File: src/rtl/uart_tx_arbiter.sv
// Round-robin arbiter sharing one UART transmitter between NUM_REQ byte streams.
// Grants are held for a whole packet (up to MAX_BURST bytes), each byte handshaken with tx_busy.
module uart_tx_arbiter #(
    parameter int unsigned NUM_REQ     = 4,
    parameter int unsigned MAX_BURST   = 16,
    parameter int unsigned ACK_TIMEOUT = 15
) (
    input  logic                 clk,
    input  logic                 rst,
    input  logic [NUM_REQ-1:0]   req_valid,
    input  logic [8*NUM_REQ-1:0] req_data,
    input  logic [NUM_REQ-1:0]   req_last,
    output logic [NUM_REQ-1:0]   req_ready,
    output logic [7:0]           tx_data,
    output logic                 tx_start,
    input  logic                 tx_busy,
    output logic                 grant_active,
    output logic [1:0]           grant_id,
    output logic                 err_ack_timeout
);

    localparam int unsigned     AckW       = $clog2(ACK_TIMEOUT + 1);
    localparam logic [AckW-1:0] AckTimeout = AckW'(ACK_TIMEOUT);
    localparam logic [AckW-1:0] AckOne     = AckW'(1);
    localparam logic [4:0]      MaxBurst   = 5'(MAX_BURST);
    localparam logic [1:0]      LastReq    = 2'(NUM_REQ - 1);

    typedef enum logic [1:0] {
        StIdle,
        StSend,
        StWaitAck,
        StWaitDone
    } state_e;

    state_e          state_q, state_d;
    logic [1:0]      grant_id_q, grant_id_d;
    logic [1:0]      rr_ptr_q, rr_ptr_d;
    logic [4:0]      byte_cnt_q, byte_cnt_d;
    logic [AckW-1:0] ack_cnt_q, ack_cnt_d;
    logic            last_seen_q, last_seen_d;
    logic [7:0]      tx_data_q, tx_data_d;
    logic            tx_start_q, tx_start_d;
    logic            err_q, err_d;

    logic [1:0]      pick;
    logic            pick_vld;
    logic            g_valid;
    logic            g_last;
    logic [7:0]      g_data;

    // First valid requester strictly after rr_ptr, wrapping modulo NUM_REQ.
    always_comb begin
        pick     = rr_ptr_q;
        pick_vld = 1'b0;
        for (int unsigned i = 1; i <= NUM_REQ; i++) begin
            if (!pick_vld && req_valid[rr_ptr_q + 2'(i)]) begin
                pick     = rr_ptr_q + 2'(i);
                pick_vld = 1'b1;
            end
        end
    end

    always_comb begin
        g_valid = req_valid[grant_id_q];
        g_last  = req_last[grant_id_q];
        g_data  = req_data[8*grant_id_q +: 8];
    end

    always_comb begin
        req_ready = '0;
        if (state_q == StSend && !tx_busy) begin
            req_ready[grant_id_q] = 1'b1;
        end
    end

    always_comb begin
        state_d     = state_q;
        grant_id_d  = grant_id_q;
        rr_ptr_d    = rr_ptr_q;
        byte_cnt_d  = byte_cnt_q;
        ack_cnt_d   = ack_cnt_q;
        last_seen_d = last_seen_q;
        tx_data_d   = tx_data_q;
        tx_start_d  = 1'b0;
        err_d       = 1'b0;

        unique case (state_q)
            StIdle: begin
                if (pick_vld && !tx_busy) begin
                    grant_id_d = pick;
                    byte_cnt_d = '0;
                    state_d    = StSend;
                end
            end
            StSend: begin
                if (g_valid && !tx_busy) begin
                    tx_data_d   = g_data;
                    tx_start_d  = 1'b1;
                    last_seen_d = g_last;
                    ack_cnt_d   = '0;
                    byte_cnt_d  = (byte_cnt_q == MaxBurst) ? byte_cnt_q : byte_cnt_q + 5'd1;
                    state_d     = StWaitAck;
                end
            end
            StWaitAck: begin
                // The error pulse fires as the count reaches the limit; the grant drops one
                // cycle later so the pulse is seen while grant_id still names the culprit.
                if (ack_cnt_q == AckTimeout) begin
                    rr_ptr_d = grant_id_q;
                    state_d  = StIdle;
                end else if (tx_busy) begin
                    state_d = StWaitDone;
                end else begin
                    ack_cnt_d = ack_cnt_q + AckOne;
                    err_d     = (ack_cnt_d == AckTimeout);
                end
            end
            StWaitDone: begin
                if (!tx_busy) begin
                    if (last_seen_q || byte_cnt_q == MaxBurst) begin
                        rr_ptr_d = grant_id_q;
                        state_d  = StIdle;
                    end else begin
                        state_d = StSend;
                    end
                end
            end
            default: state_d = StIdle;
        endcase
    end

    always_ff @(posedge clk or posedge rst) begin
        if (rst) begin
            state_q     <= StIdle;
            grant_id_q  <= 2'd0;
            rr_ptr_q    <= LastReq;
            byte_cnt_q  <= '0;
            ack_cnt_q   <= '0;
            last_seen_q <= 1'b0;
            tx_data_q   <= 8'h00;
            tx_start_q  <= 1'b0;
            err_q       <= 1'b0;
        end else begin
            state_q     <= state_d;
            grant_id_q  <= grant_id_d;
            rr_ptr_q    <= rr_ptr_d;
            byte_cnt_q  <= byte_cnt_d;
            ack_cnt_q   <= ack_cnt_d;
            last_seen_q <= last_seen_d;
            tx_data_q   <= tx_data_d;
            tx_start_q  <= tx_start_d;
            err_q       <= err_d;
        end
    end

    assign tx_data         = tx_data_q;
    assign tx_start        = tx_start_q;
    assign grant_id        = grant_id_q;
    assign grant_active    = (state_q != StIdle);
    assign err_ack_timeout = err_q;

endmodule

File: config.mk
export PLATFORM = sky130hd
export DESIGN_NAME = uart_tx_arbiter
export DESIGN_NICKNAME = d
export VERILOG_FILES = /design/src/rtl/uart_tx_arbiter.sv
export SDC_FILE = /design/constraint.sdc
export NUM_CORES = 1
export LEC_CHECK = 0
export CORE_UTILIZATION = 46
export CTS_BUF_LIST = sky130_fd_sc_hd__clkbuf_8
export DETAILED_ROUTE_END_ITERATION = 8
export PLACE_DENSITY = 0.83
export REMOVE_ABC_BUFFERS = 1
export SETUP_SLACK_MARGIN = 0.2
export SLEW_MARGIN = 20
export SYNTH_ARGS = -nofsm -noshare
export SYNTH_HDL_FRONTEND = slang
export SYNTH_SLANG_ARGS = --single-unit
File: constraint.sdc
create_clock -name clk -period 2.33 [get_ports clk]
set_input_delay 0.466 -clock clk [delete_from_list [all_inputs] [get_ports clk]]
set_output_delay 0.466 -clock clk [all_outputs]
set_load 0.05 [all_outputs]
Yosys cells after proc, flatten, opt, wreduce, memory -nomap -nowiden

Index checks and enable logic that the tools add are counted.

Register bits after elaboration: 26
Output and inout bits: 17
Bits of input ports: 43

Shift operators: 1
$add $sub $neg: 5
Multiplexer cells: 47
Reduce and logical (&&, ||, !) cells: 23
Eq/ne operators: 15
Order comparisons: 6

Operators with widths:

| kind                                                                         | number |
|---|---|
| 32-bit by 6-bit indexed part select with 8-bit output                        | 1 |
| 2-bit two-way mux                                                            | 12 |
| 1-bit two-way mux                                                            | 17 |
| 4-bit two-way mux                                                            | 4 |
| 4-bit AND reduction                                                          | 4 |
| 2-bit by 3-bit less-than comparator with 1-bit output, second input constant | 5 |
| 5-bit two-way mux                                                            | 3 |
| 2-bit inequality test, second input constant                                 | 7 |
| 1-bit binary-select mux with 2-bit select                                    | 6 |
| 5-bit one-hot mux with 2 select lines                                        | 1 |
| 4-bit == test, second input constant                                         | 2 |
| 2-bit one-hot mux with 4 select lines                                        | 1 |
| 4-bit one-hot mux with 2 select lines                                        | 1 |
| 2-bit nonzero test                                                           | 4 |
| 1-bit logical AND                                                            | 7 |
| 5-bit by 1-bit adder with 5-bit output, second input constant                | 1 |
| 5-bit == test, second input constant                                         | 1 |
| 2-bit adder, second input constant                                           | 2 |
| 4-bit by 1-bit adder with 4-bit output, second input constant                | 1 |
| 2-bit == test, second input constant                                         | 2 |
| 1-bit zero test                                                              | 4 |
| 2-bit one-hot mux with 2 select lines                                        | 1 |
| 2-bit AND reduction                                                          | 2 |
| 3-bit inequality test, second input constant                                 | 1 |
| 7 further kinds                                                              | 7 |

Longest topological paths before layout

Depth after elaboration: 16
Depth in mapped cells: 6
Depth with buffers taken out: 6

Worst setup path before layout

No wires, ideal clock.

Path kind: reg-to-output
Start point: reg grant_id_q[0], in the netlist grant_id[0]
End point: out req_ready[0]
Stages on the path, launching flop included: 4
Arrival time: 2.110 ns
Path slack: -0.246 ns
Path buffers: 2
Cells stage by stage: dfrtp_1 -> buf_2 -> buf_2 -> nor3_1

Cells in the longest elaborated chain, start to end: 5
Elaborated cells between the ends (all ways): 6

RTL lines:

| element                                                                                                                                                     | line | source |
|---|---|---|
| start: declaration                                                                                                                                          | 36   | `logic [1:0] grant_id_q, grant_id_d;` |
| start signal: assignment                                                                                                                                    | 145  | `grant_id_q <= grant_id_d;` |
| 2-bit by 3-bit less-than comparator with 1-bit output (not written as such) or 2-bit by 1-bit greater-or-equal comparator with 1-bit output (tied branches) | 72   | `req_ready[grant_id_q] = 1'b1;` |
| 1-bit logical AND (not written as such)                                                                                                                     | 72   |  |
| 1-bit two-way mux (not written as such)                                                                                                                     | 72   |  |
| 1-bit demux with 2-bit select *                                                                                                                             | 72   |  |
| 4-bit two-way mux *                                                                                                                                         | 71   | `if (state_q == StSend && !tx_busy) begin` |
| end: declaration                                                                                                                                            | 13   | `output logic [NUM_REQ-1:0] req_ready,` |

Every way passes the cells marked *; elsewhere a longest branch is shown, timed or not.

Worst setup path after layout

Start point: in req_valid[1]
End point: reg byte_cnt_q[1]

Cells in the longest elaborated chain, start to end: 15
Elaborated cells between the ends (all ways): 25

RTL lines:

| element                                   | line | source |
|---|---|---|
| start: declaration                        | 10   | `input logic [NUM_REQ-1:0] req_valid,` |
| 1-bit binary-select mux with 2-bit select | 56   | `if (!pick_vld && req_valid[rr_ptr_q + 2'(i)]) begin` |
| 1-bit two-way mux (not written as such)   | 56   |  |
| 1-bit two-way mux                         | 56   |  |
| 1-bit zero test                           | 56   |  |
| 1-bit logical AND                         | 56   |  |
| 1-bit two-way mux                         | 56   |  |
| 1-bit zero test                           | 56   |  |
| 1-bit logical AND                         | 56   |  |
| 1-bit two-way mux                         | 56   |  |
| 1-bit zero test                           | 56   |  |
| 1-bit logical AND                         | 56   |  |
| 1-bit two-way mux                         | 56   |  |
| 1-bit logical AND                         | 89   | `if (pick_vld && !tx_busy) begin` |
| 2-bit inequality test (no source line)    | n/a  |  |
| 4-bit AND reduction (no source line) *    | n/a  |  |
| end signal: assignment                    | 147  | `byte_cnt_q <= byte_cnt_d;` |
| end: declaration                          | 38   | `logic [4:0] byte_cnt_q, byte_cnt_d;` |

Every way passes the cells marked *; elsewhere a longest branch is shown, timed or not. The select of a mux whose other input is x is not followed.
A chain may end at the register's enable or synchronous reset.

==> out/qor.yml <==
layout:
  seqCellArea_um2: 653
  post-route-util: 0.719
  nets: 246
  multi_input_comb_area_um2: 886
  stdcell_area_um2: 2420
  diodes: 0
  syn_to_final_growth_pct: 49.5
  final_cell_mix: "clkdlybuf4s50_1 (51), dfrtp_1 (24), buf_4 (14), mux4_2 (10), nand2_1 (9)"
  layout_commonest_cell: "clkdlybuf4s50_1"
  layoutNonFillerInstCount: 244
  fill_cells: 254
  drive_above_1_share: 0.298
worst_setup_path:
  crit_required_ns: 2.50
  worstPathArrival_ns: 2.20
  start_kind: "input pin"
  worst_setup_path_end_kind: "flip-flop"
  criticalPathCategory: "in2reg"
  crit_fanout: 13
floorplan:
  io_pins: 60
  dieArea_um2: 3760
  initial_core_util: 0.481
  core_area_um2: 3360
  rows: 21
  die_w_um: 61.3
  die_h_um: 61.3
sta:
  relSlewSlack: 0.654
  post-route-min-period_ns: 2.04
  hold_slack_ns: 0.521
  worst_slew_pin_slew_ns: 0.517
  final_max_slew_viol_count: 0
  rsz0062_at_grt: "false"
  hold_viol: 0
  clock.fmax_mhz: 491
  timing.final.ws_setup_ns: 0.293
  setup_viol: 0
  fin_crit_sh: 0.874
  final.setup_skew_ns: 0.00540
  tns_ns: 0
detailed_routing:
  wl_mm: 4.07
  ant_nets: 0
  drt_iter0_markers: 71
  drc_errors: 0
  wirelength_met1_mm: 1.54
  dr.max_layer_used: "met4"
  met3_length_um: 155
  routedWlPerCell_um: 16.7
  via_count: 1368
  dr.pass1.iters: 4
  wl_met2_mm: 2.32
  vias_per_cell: 5.61
clocking:
  cts.htree.levels: 1
  clk_pin_slew_worst_paths_ns: 0.09
  clk_latency_ns: 0.28
  cts.sinks: 26
  cts_made_buffers: 3
  cts_tree: "built"
  cts.path.max_buffers: 2
  ctsRootBufferMaster: "clkbuf_8"
global_routing:
  grtUsageTotal: 0.235
  grt_pass1_vias: 1324
  grt_first_pass_wirelength_mm: 6.28
  grt_max_degree: 27
  antenna_found_initial: 0
  grt-ovfl-total: 0
power:
  p_leak_nw: 1.02
  pwr_density_cell_nw_per_um2: 1190
  p_total_mw: 2.88
  peakVddDrop_mv: 0.735
job:
  drv_cap: 0
logic_synthesis:
  synth_top_area_share: 0.372
  synth_top_area_cell: "dfrtp_1"
  synth-seq-cells: 26
  synth_cells: 130
  synthTopCellsByArea: "dfrtp_1 (37%), mux4_2 (14%), mux2_4 (7.4%)"
  synth_cell_types: 42
  syn_area_per_cell_um2: 12.4
  syn-cell-area_um2: 1620
  yosys_warnings: 0
  yosysSeqAreaShare: 0.404
placement:
  placed_area_um2: 2330
  port_buffers: 59
  routabilityCongestion: 0.788
  placed_cells: 239
  post-place-ws_ns: 0.0301
  dp_hpwl_mm: 3.21
worst_hold_path:
  hp-class: "reg2reg"
outcome:
  status: "finished clean"
## where the power goes
part	internal, mW	switching, mW
Sequential	0.646	0.169
Clock	0.230	0.150
Combinational	0.803	0.886
## synth_stat cells
library cell and n:
dfrtp_1 24, mux4_2 10, nand2_1 9, mux2_4 8, inv_1 7, mux2_2 7
nor2_1 6, buf_2 4, ha_1 4, a21oi_1 3, a22o_1 3, nand2b_1 3
nand3_1 3, nor3_1 3, o211ai_1 3, dfstp_2 2, mux2i_1 2, nand4_1 2
nor3b_2 2, o21ai_0 2, o221ai_1 2, a221o_1 1, a22oi_1 1, and3_1 1
and4_1 1, and4bb_2 1, buf_12 1, buf_6 1, clkbuf_1 1, inv_4 1
nand2_4 1, nand3b_1 1, nor2b_1 1, nor4_2 1, nor4b_1 1, o311ai_0 1
o31ai_1 1, o32ai_1 1, or2_2 1, or4_1 1, xnor2_1 1, xor2_1 1
## layer usage
metal / GRT usage / vias to the layer above
met3: 0.0483 / 8
met5: 0 / -
li1: - / 626
met2: 0.424 / 38
met4: 0.0649 / 0
met1: 0.283 / 696
## critical path: stages
cell and delay, ns:
clkdlybuf4s50_1 0.46, mux4_2 0.55, nand2_4 0.13, inv_4 0.10, nand2b_1 0.15, mux2_2 0.34
## final timing paths
kind	from	to	slack, ns	cells after the start
worst max-delay path	req_valid[1]	byte_cnt_q[1]$_DFFE_PP0P_	0.29	6
min in group asynchronous	rst	ack_cnt_q[0]$_DFFE_PP0P_	0.56	3
worst max register to register	byte_cnt_q[1]$_DFFE_PP0P_	rr_ptr_q[1]$_DFFE_PP1P_	0.48	7
max in group asynchronous	rst	rr_ptr_q[1]$_DFFE_PP1P_	1.46	3
worst min register to register	tx_data[4]$_DFFE_PP0P_	tx_data[4]$_DFFE_PP0P_	0.52	1
worst min-delay path	tx_data[4]$_DFFE_PP0P_	tx_data[4]$_DFFE_PP0P_	0.52	1
## logic make-up after synthesis
kind of cell,share of synthesized area
AO/OA/AOI/OAI,0.0828
buffers and inverters,0.0542
adder cells (fa/ha/maj),0.0310
XOR/XNOR,0.0108
AND/OR/NAND/NOR,0.142
multiplexers,0.275
flip-flops,0.404
## repair_timing
action                     CTS  global route
buffers inserted             0             1
hold buffers                 0             0
setup endpoints to repair    3             4
resized for setup            3             2
pin swaps                    0             2
## cell type report
class                      instances  area share
inverter                           8      0.0135
clock inverter                     1      0.0124
multi-input combinational         89       0.366
timing repair buffer              71       0.297
clock buffer                       3      0.0171
tap                               46      0.0238
sequential                        26       0.270
## state kept, by name, summed over array words and instances (netlist names)
signal           flops
tx_data              8
byte_cnt_q           5
ack_cnt_q            4
grant_id             2
rr_ptr_q             2
state_q              2
err_ack_timeout      1
last_seen_q          1
tx_start             1
Note: power is estimated with default switching activity, not from simulation.
==> edit, RTL diff (same flow settings) <==
Change the parameter `NUM_REQ` from 4 to 3.
--- a/src/rtl/uart_tx_arbiter.sv
+++ b/src/rtl/uart_tx_arbiter.sv
@@ -3,3 +3,3 @@
 module uart_tx_arbiter #(
-    parameter int unsigned NUM_REQ     = 4,
+    parameter int unsigned NUM_REQ     = 3,
     parameter int unsigned MAX_BURST   = 16,
Interface: changed (resized req_data, req_last, req_ready and req_valid); port bits go from 60 to 49. The function was not compared with the original's and may differ.
==> edit against the original RTL <==
  * Sequential cell count unchanged
  * Count of clock-buffer cells in the layout unchanged
  * Die area decreased by 5.0%
  * Critical path depth decreased by 2
  * Clock skew decreased by 0.0024 ns
  * Total power decreased by 10%
  * Setup slack improved by 0.0012 ns
  * Fmax about the same
  * Routed wire length decreased by 6.5%
  * Synthesized area decreased by 5.2%
  * Cell area decreased by 9.5%
  * Highest routed layer unchanged
==> edit: results (changes against the original RTL) <==
----------------------------------------------------
[CTS]
  Deepest level of the CTS H-tree ... 1 (unchanged)
  Clock latency of the later-clocked register in the worst-skew pair ... 0.27 ns
  Cts bufs inserted ... 3 (unchanged)
  Worst-path clk slew ... 0.09 ns (about the same)
  Clock tree root driver cell ... clkbuf_8
  Bufs on Longest Clock Path ... 2 (unchanged)
  Post-CTS setup repair buffer count ... 0 (unchanged)

[Route]
  DRC marker count from the first detailed-route iteration ... 33 (-54%)
  Per-cell routed wire length ... 14.7 um (-12%)
  Ratio of routed vias to standard cells ... 5.48 (-2.2%)
  Routed Wire Length ... 3810 um (-6.5%)
  Number of iterations in the first detailed-routing pass ... 4 (unchanged)

[Power and ir drop]
  VDD IR-drop max ... 0.635 mV (-14%)
  Power density normalized to cell area ... 1190 nW/um2 (-0.68%)
  Leakage power summed over all cells ... 1.01 nW (-1.4%)

[Run status]
  Result of the run ... finished clean

[Logic synthesis]
  Top cells by count, synth ... dfrtp_1, nand2_1, o21ai_0
  Synthesized netlist cell count ... 165 (+27%)
  Synthesis Warnings ... 0 (unchanged)
  Async set or reset register ratio after synthesis ... 100% (unchanged)
  Synth cell types ... 45 (+7.1%)
  Primary flip-flop cell chosen by synthesis mapping ... dfrtp_1
  Proportion of synthesized chip area in sequential cells ... 42.5% (+2.1 points)
  Largest cells by area after synthesis ... dfrtp_1, mux2i_1, o21ai_0

[Worst setup path]
  Arrival time of the worst setup path ... 1.57 ns (-0.63 ns)
  Critical path origin ... state_q[0]
  Reg2Reg Launch Point ... ack_cnt_q[0]
  CP Max Fanout ... 7 (-6)

[Final layout]
  Number of diodes added for antenna fixing ... 0 (unchanged)
  Flip-flop count of the largest register after layout ... 8 (unchanged)
  Fillers ... 259 (+2.0%)
  Fraction of final layout cells sized beyond drive strength 1 ... 13.4% (-16 points)
  # nets final ... 254 (+3.3%)

[Global route]
  First-pass GRT wire length ... 6240 um (-0.56%)
  Total GRT Usage ... 23.5% (about the same)
  Initial antenna violation count ... 0 (unchanged)
  Largest net degree at the start of global routing ... 27 (unchanged)
  Vias in the first global route ... 1429 (+7.9%)

[Placed design]
  Post-placement worst setup slack ... 0.159 ns (+0.129 ns)
  PortBufs ... 48 (-19%)
  Cell total after placement ... 256 (+7.1%)
  Placed instance area ... 2100 um2 (-9.9%)
  Final HPWL DP ... 2890 um (-10%)
  Weighted congestion reported at the end of routability-driven placement ... 0.774 (-1.7%)

[Hold path]
  Class of the most critical hold timing path ... reg2reg
  Startpoint of the worst hold path ... tx_data[2]

[STA]
  Transition time at the pin with the least slew margin ... 0.546 ns (+0.0284 ns)
  Setup skew after layout ... 0.00299 ns (-0.00241 ns)

----------------------------------------------------
edit: cell count changes after synthesis, sizes merged, moves of 8 or more:
cell / unedited run / this run
mux2: 15 / 2
a21oi: 3 / 13
mux4: 10 / 0
o21ai: 2 / 18
nor2: 6 / 14
mux2i: 2 / 12
nand2: 10 / 20
edit: final timing paths:
check,endpoint,slack [ns],cells after the start
min,tx_data[2],0.50,2
max,req_ready[1],0.29,4
min in group asynchronous,ack_cnt_q[2],0.55,3
max reg2reg,ack_cnt_q[1],0.54,6
max in group asynchronous,rr_ptr_q[1],1.49,3
min reg2reg,tx_data[2],0.50,2
edit: area by class of cell:
type,count,share of cell area [%]
multi-input combinational,125,38.2
sequential,26,29.8
timing repair buffer,53,24.9
tap,44,2.52
clock buffer,3,1.89
clock inverter,1,1.37
inverter,8,1.37
edit: repair_timing:
item                                    in CTS  in global routing
pin swaps                                    0                  1
endpoints found under the setup margin       3                  2
gates resized for setup                      3                  3
gates cloned                                 0                  0
edit: layer usage:
metal	wire length, um	part of all wire, %	GRT usage [%]
met5	0	0	0
met1	1550	41	27.8
met3	81	2.1	2.81
met4	80	2.1	10.3
met2	2100	55	42.4
edit: cell families after synthesis:
kind of cell / share of synthesized area (%)
AOI/OAI and AO/OA: 17.8
xor gates and xnor gates: 1.14
adders and majority gates: 3.27
buffers and inverters: 4.16
DFF: 42.5
muxes: 9.55
and+or+nand+nor: 21.6
edit: worst max-delay path, cell delays in order, from the launching register on:
cell	delay, ns
dfrtp_1	0.49
inv_2	0.14
nor3_4	0.29
and3_1	0.24
buf_12	0.14
edit: report_power, final:
group	total [mW]	switching [mW]	leakage, nW	internal [mW]
sequential	0.807	0.186	0.335	0.621
combinational	1.42	0.853	0.636	0.562
clock	0.372	0.142	0.0357	0.230
